### src/rtl/alu32.sv
// alu32: 32-bit ripple-carry ALU with registered result, carry, zero and overflow flags
module alu32 #(
    parameter int WIDTH = 32
) (
    input  logic             clk,
    input  logic             reset,
    input  logic [WIDTH-1:0] operandA,
    input  logic [WIDTH-1:0] operandB,
    input  logic [2:0]       command,
    output logic [WIDTH-1:0] result,
    output logic             carryout,
    output logic             zero,
    output logic             overflow
);
    localparam logic [2:0] ADD = 3'd0, SUB = 3'd1, XOR = 3'd2, SLT = 3'd3,
                           AND = 3'd4, NAND = 3'd5, NOR = 3'd6, OR = 3'd7;
    logic             sub, arith, ovf, less, cout_next, ovf_next;
    logic [WIDTH-1:0] b_eff, sum, res_next;
    logic [WIDTH:0]   c;
    assign sub   = command == SUB || command == SLT;
    assign arith = command == ADD || command == SUB;
    assign b_eff = operandB ^ {WIDTH{sub}};
    assign c[0]  = sub;
    // One slice per bit: full adder plus logic functions and the result mux
    for (genvar i = 0; i < WIDTH; i++) begin : g_slice
        logic a, b, slt_bit;
        assign a        = operandA[i];
        assign b        = operandB[i];
        assign sum[i]   = a ^ b_eff[i] ^ c[i];
        assign c[i+1]   = (a & b_eff[i]) | (c[i] & (a ^ b_eff[i]));
        assign slt_bit  = (i == 0) ? less : 1'b0;
        assign res_next[i] = arith            ? sum[i]    :
                             command == XOR   ? a ^ b     :
                             command == SLT   ? slt_bit   :
                             command == AND   ? a & b     :
                             command == NAND  ? ~(a & b)  :
                             command == NOR   ? ~(a | b)  :
                                                a | b;
    end
    // Sign of the difference corrected by overflow gives a true signed compare
    assign ovf       = c[WIDTH] ^ c[WIDTH-1];
    assign less      = sum[WIDTH-1] ^ ovf;
    assign cout_next = arith & c[WIDTH];
    assign ovf_next  = arith & ovf;
    always_ff @(posedge clk) begin
        if (reset) begin
            result   <= '0;
            carryout <= 1'b0;
            zero     <= 1'b0;
            overflow <= 1'b0;
        end else begin
            result   <= res_next;
            carryout <= cout_next;
            zero     <= res_next == '0;
            overflow <= ovf_next;
        end
    end
endmodule

### config.mk
export PLATFORM = sky130hd
export DESIGN_NAME = alu32
export DESIGN_NICKNAME = d
export VERILOG_FILES = /design/src/rtl/alu32.sv
export SDC_FILE = /design/constraint.sdc
export NUM_CORES = 1
export LEC_CHECK = 0
export ABC_AREA = 1
export CORE_UTILIZATION = 28
export CTS_BUF_LIST = sky130_fd_sc_hd__clkbuf_2 sky130_fd_sc_hd__clkbuf_4 sky130_fd_sc_hd__clkbuf_8
export CTS_CLUSTER_DIAMETER = 150
export CTS_CLUSTER_SIZE = 12
export DETAILED_ROUTE_END_ITERATION = 10
export PLACE_DENSITY = 0.48
export SLEW_MARGIN = 30
export SYNTH_ARGS = -nofsm -noshare
export SYNTH_HDL_FRONTEND = slang
export SYNTH_SLANG_ARGS = --single-unit
### constraint.sdc
create_clock -name clk -period 36.2 [get_ports clk]
set_clock_uncertainty 0.1 [all_clocks]
set_input_delay 7.24 -clock clk [delete_from_list [all_inputs] [get_ports clk]]
set_output_delay 7.24 -clock clk [all_outputs]
set_load 0.005 [all_outputs]
After elaboration in Yosys (flattened, before gate mapping)
Index checks and enable logic that the tools add are counted.

word-level totals
  register bits = 35
  bits of input ports = 69
  output and inout bits = 35
  logic and storage cells = 531

operators by class
  equality and inequality tests = 6
  muxes and demuxes = 192
  bitwise logic cells = 325
  reductions and logical operators = 4

operator list
  operator                                                          count
  1-bit two-way mux                                                 192
  1-bit bitwise AND                                                 98
  1-bit XOR                                                         98
  1-bit NOT                                                         64
  1-bit OR                                                          64
  32-bit zero test                                                  1
  32-bit XOR                                                        1
  3-bit == test (second input constant)                             3
  3-bit by 2-bit == test with 1-bit output (second input constant)  2
  3-bit by 1-bit == test with 1-bit output (second input constant)  1
  3-bit zero test                                                   1
  1-bit logical OR                                                  2

Depth between registers and ports, before layout
  depth after elaboration = 74
  depth in mapped cells = 49
  depth with buffers taken out = 47

Worst setup path before layout
Ideal clock, no wire load.

  kind = in2reg
  start point = input port command[2]
  end point = register zero
  library setup time = 64 ps
  data arrival time = 21,154 ps
  data required time = 36,036 ps
  setup slack = 14,882 ps
  stages on the path = 48
  buffers on the path = 2
  cells stage by stage = buf_2 nor2_2 inv_1 o21ai_2 buf_2 o21ai_0 fa_1 fa_1 fa_1 fa_1 fa_1 fa_1 fa_1 fa_1 fa_1 fa_1 fa_1 fa_1 [12 not listed] fa_1 fa_1 fa_1 fa_1 fa_1 fa_1 fa_1 fa_1 fa_1 fa_1 inv_1 fa_1 or2_2 nand2_1 nand3_1 nor2_1 nand2_1 nor2_1

between the ends
  cells in the longest elaborated chain, start to end = 74
  elaborated cells on any way between the ends = 365
  those cells by class = 6 x eq/ne; 192 x mux; 163 x bitwise; 4 x reduce/logical

RTL lines
  item                                                                                                  line        text
  from (decl)                                                                                           9           input logic [2:0] command,
  3-bit by 1-bit == test with 1-bit output or 3-bit by 2-bit == test with 1-bit output (tied branches)  20, 21, 34
  1-bit logical OR                                                                                      20          assign sub = command == SUB || command == SLT;
  32-bit XOR                                                                                            22          assign b_eff = operandB ^ {WIDTH{sub}};
  1-bit XOR                                                                                             29, 30
  1-bit bitwise AND                                                                                     30          assign c[i+1] = (a & b_eff[i]) | (c[i] & (a ^ b_eff[i]));
  1-bit OR                                                                                              30
  1-bit bitwise AND                                                                                     30
  1-bit OR                                                                                              30
  [58 not listed]                                                                                       --
  1-bit bitwise AND                                                                                     30
  1-bit OR                                                                                              30
  1-bit XOR                                                                                             41          assign ovf = c[WIDTH] ^ c[WIDTH-1];
  1-bit XOR                                                                                             42          assign less = sum[WIDTH-1] ^ ovf;
  1-bit two-way mux                                                                                     34          command == SLT ? slt_bit :
  1-bit two-way mux                                                                                     33          command == XOR ? a ^ b :
  1-bit two-way mux                                                                                     32          assign res_next[i] = arith ? sum[i] :
  32-bit zero test *                                                                                    54          zero <= res_next == '0;
  to (signal assigned)                                                                                  49          zero <= 1'b0;
  to (signal assigned)                                                                                  54
  to (decl)                                                                                             12          output logic zero,

Mark *: on every way between the ends. The rest lies on a longest branch, timed or not.
A chain may end at the register's enable or synchronous reset.

Worst setup path in the final report
  start point = input port command[1]
  end point = register zero

Same word-level chain as after synthesis.

==> flow_summary_export.csv <==
group,metric,value,unit
run,drv_cap,0,
drt,dr.first_iter.drc_count,207,
clock_tree,cts_tree,"yes",
sta,setup_tns,0,ns
hold_path,worstHoldPathType,"in2reg",
synthesis,synth_nets,967,
floorplan,dieArea,18800,um2
worst_setup_path,path_class,"in2reg",
synthesis,synthCells,802,
clock_tree,htree_levels,2,
synthesis,synthTopCellsByArea,"nand2_1, ha_1, dfxtp_1",
layout,antenna_cells,0,
drt,wl_per_cell,13.7,um
sta,hold_viol,0,
sta,min_period,22.57,ns
synthesis,netlist.area_leader.share,0.170,
place,place_congestion,0.789,
grt,antenna_found_initial,0,
floorplan,fp.dieH,137,um
clock_tree,cts_buffer_depth,2,
grt,track_usage,0.166,
synthesis,yosys.area.top_type,"nand2_1",
floorplan,core-area,17900,um2
sta,fmax,0.0443,GHz
grt,grt-ovfl-total,0,
grt,grt_start_max_net_pins,62,
worst_setup_path,arrival,22.72,ns
clock_tree,cts_sinks,35,
clock_tree,cts_resized,0,
layout,fin_nets,1045,
clock_tree,cts_setup_buffers,0,
clock_tree,hold_buffers,0,
sta,drv_slew,0,
clock_tree,clk_pin_slew_worst_paths,0.08,ns
worst_setup_path,cpPeakStageDelay,0.54,ns
drt,ant_nets,0,
worst_setup_path,cp_slowest_cell,"buf_4",
floorplan,die_width,137,um
synthesis,ys_types,27,
sta,relSlewSlack,0.395,
layout,area_growth,25.4,%
synthesis,ys_ff_latch,35,
worst_setup_path,cp-end-kind,"flip-flop",
clock_tree,root_buffer,"clkbuf_8",
sta,setup_viol,0,
sta,rsz0062_at_grt,"no",
worst_setup_path,critPathLaunchType,"primary input",
layout,fin_util,0.358,
sta,min_period_over_period,0.624,
place,port_buffers,103,
place,dp_hpwl,11400,um
drt,vias,4869,
worst_setup_path,cp.required,36.35,ns
synthesis,seq_area_frac_synth,0.137,
power_and_ir_drop,power.leakage,0.00340,uW
power_and_ir_drop,power.total,154,uW
floorplan,num_io_pins,104,
hold_path,hold_depth,3,
drt,routed_via_density,4.39,
power_and_ir_drop,p_per_area,24.0,nW/um2
sta,whs,7.65,ns
floorplan,initial_core_util,0.286,
synthesis,yosysWarningCount,0,
drt,drc,0,
layout,drive_above_1_share,0.0295,
drt,wirelength,15200,um
synthesis,synth_area_per_cell,6.37,um2
clock_tree,numCtsBuffers,5,
power_and_ir_drop,ir_drop,10.2,uV
grt,grt_pass1_wl,24100,um
synthesis,syn-cell-area,5110,um2
drt,drt_first_pass_iters,5,
worst_setup_path,cpMostUsedCell,"fa_1",
floorplan,rows,49,
sta,tightest_slew,0.906,ns
status,status,"complete, no violations",
grt,grt_pass1_vias,4610,
worst_setup_path,cp_max_fo,61,
==> worst max-delay path, delay by kind of cell <==
kind	cells	cell delay [ns]
buf+inv	9	1.81
fa+ha+maj	31	12.34
compound gates	2	0.43
simple gates	7	0.85
==> worst paths after layout <==
check | start | slack (ns) | to
setup / recovery | command[1] | 13.63 | zero
hold / removal | reset | 7.65 | result[9]
==> cells by family (layout without fill, tap and decap cells) <==
kind of cell / count (synthesis) / in the layout / share of synthesized area
AOI/OAI and AO/OA: 57 / 57 / 0.0570
xor gates and xnor gates: 32 / 32 / 0.0548
buffers and inverters: 187 / 265 / 0.146
and+or+nand+nor: 395 / 395 / 0.323
adders and majority gates: 96 / 96 / 0.282
DFF: 35 / 35 / 0.137
==> placed cells by master (no fill, tap or decap) <==
cell               n
clkdlybuf4s50_1  102
a21oi_1           37
nor3_4             1
nor2_4             2
nand3b_1           7
buf_2              1
clkbuf_8           6
o21ai_4            1
clkinv_1           1
o21ai_1            1
inv_2              1
inv_1            143
nor3_1             1
o21bai_1           1
ha_1              64
nor2_1            79
fa_1              32
or2_0              1
buf_4             10
clkinv_2           1
nand3_1           44
xor2_1            32
or2_2              3
dfxtp_1           35
o21ai_0           17
nand4_1           26
nand2_1          231
==> state kept, by name (all words and copies together), names as in the netlist <==
name / flops
result: 32
carryout: 1
overflow: 1
zero: 1
==> layer usage <==
| layer | routed length, um | GRT usage | up-vias |
|---|---|---|---|
| met5 | 0 | 0 | - |
| met4 | 196 | 0.0433 | 0 |
| met3 | 584 | 0.0148 | 11 |
| met2 | 6850 | 0.272 | 104 |
| met1 | 7600 | 0.232 | 2177 |
| li1 | - | - | 2577 |
==> where the power goes <==
part | switching, uW | internal (uW) | leakage, uW
combinational | 43.8 | 35.6 | 0.00306
clock | 15.6 | 15.0 | 0.0000470
sequential | 1.08 | 42.8 | 0.000292
==> cell type report <==
type	instances	area (um2)
flip-flops and latches	35	701
repair buffers	113	1100
inverters	145	544
well taps	229	287
multi-input cells	580	3690
clock inverters	1	5.00
fillers	1953	11500
clock buffers	6	82.6
==> synth_stat cells <==
library cell and instances:
a21oi_1 37, buf_1 1, buf_2 27, buf_4 1
buf_6 1, clkbuf_1 12, clkinv_1 1, dfxtp_1 35
fa_1 32, ha_1 64, inv_1 143, inv_2 1
nand2_1 231, nand3_1 44, nand3b_1 7, nand4_1 26
nor2_1 79, nor2_2 1, nor2_4 1, nor3_1 2
o21ai_0 17, o21ai_1 1, o21ai_2 1, o21bai_1 1
or2_0 1, or2_2 3, xor2_1 32
==> stage by stage <==
stage	std cells	area, um2	worst slack, ns
after CTS	1109	6410	13.54
after global routing	1109	6410	12.85
after floorplan	802	5110	14.88
final	1109	6410	13.63
after detailed placement	1102	6320	13.27
after global placement	1102	6310	13.41
No activity file was read; power rests on OpenSTA's default activity.
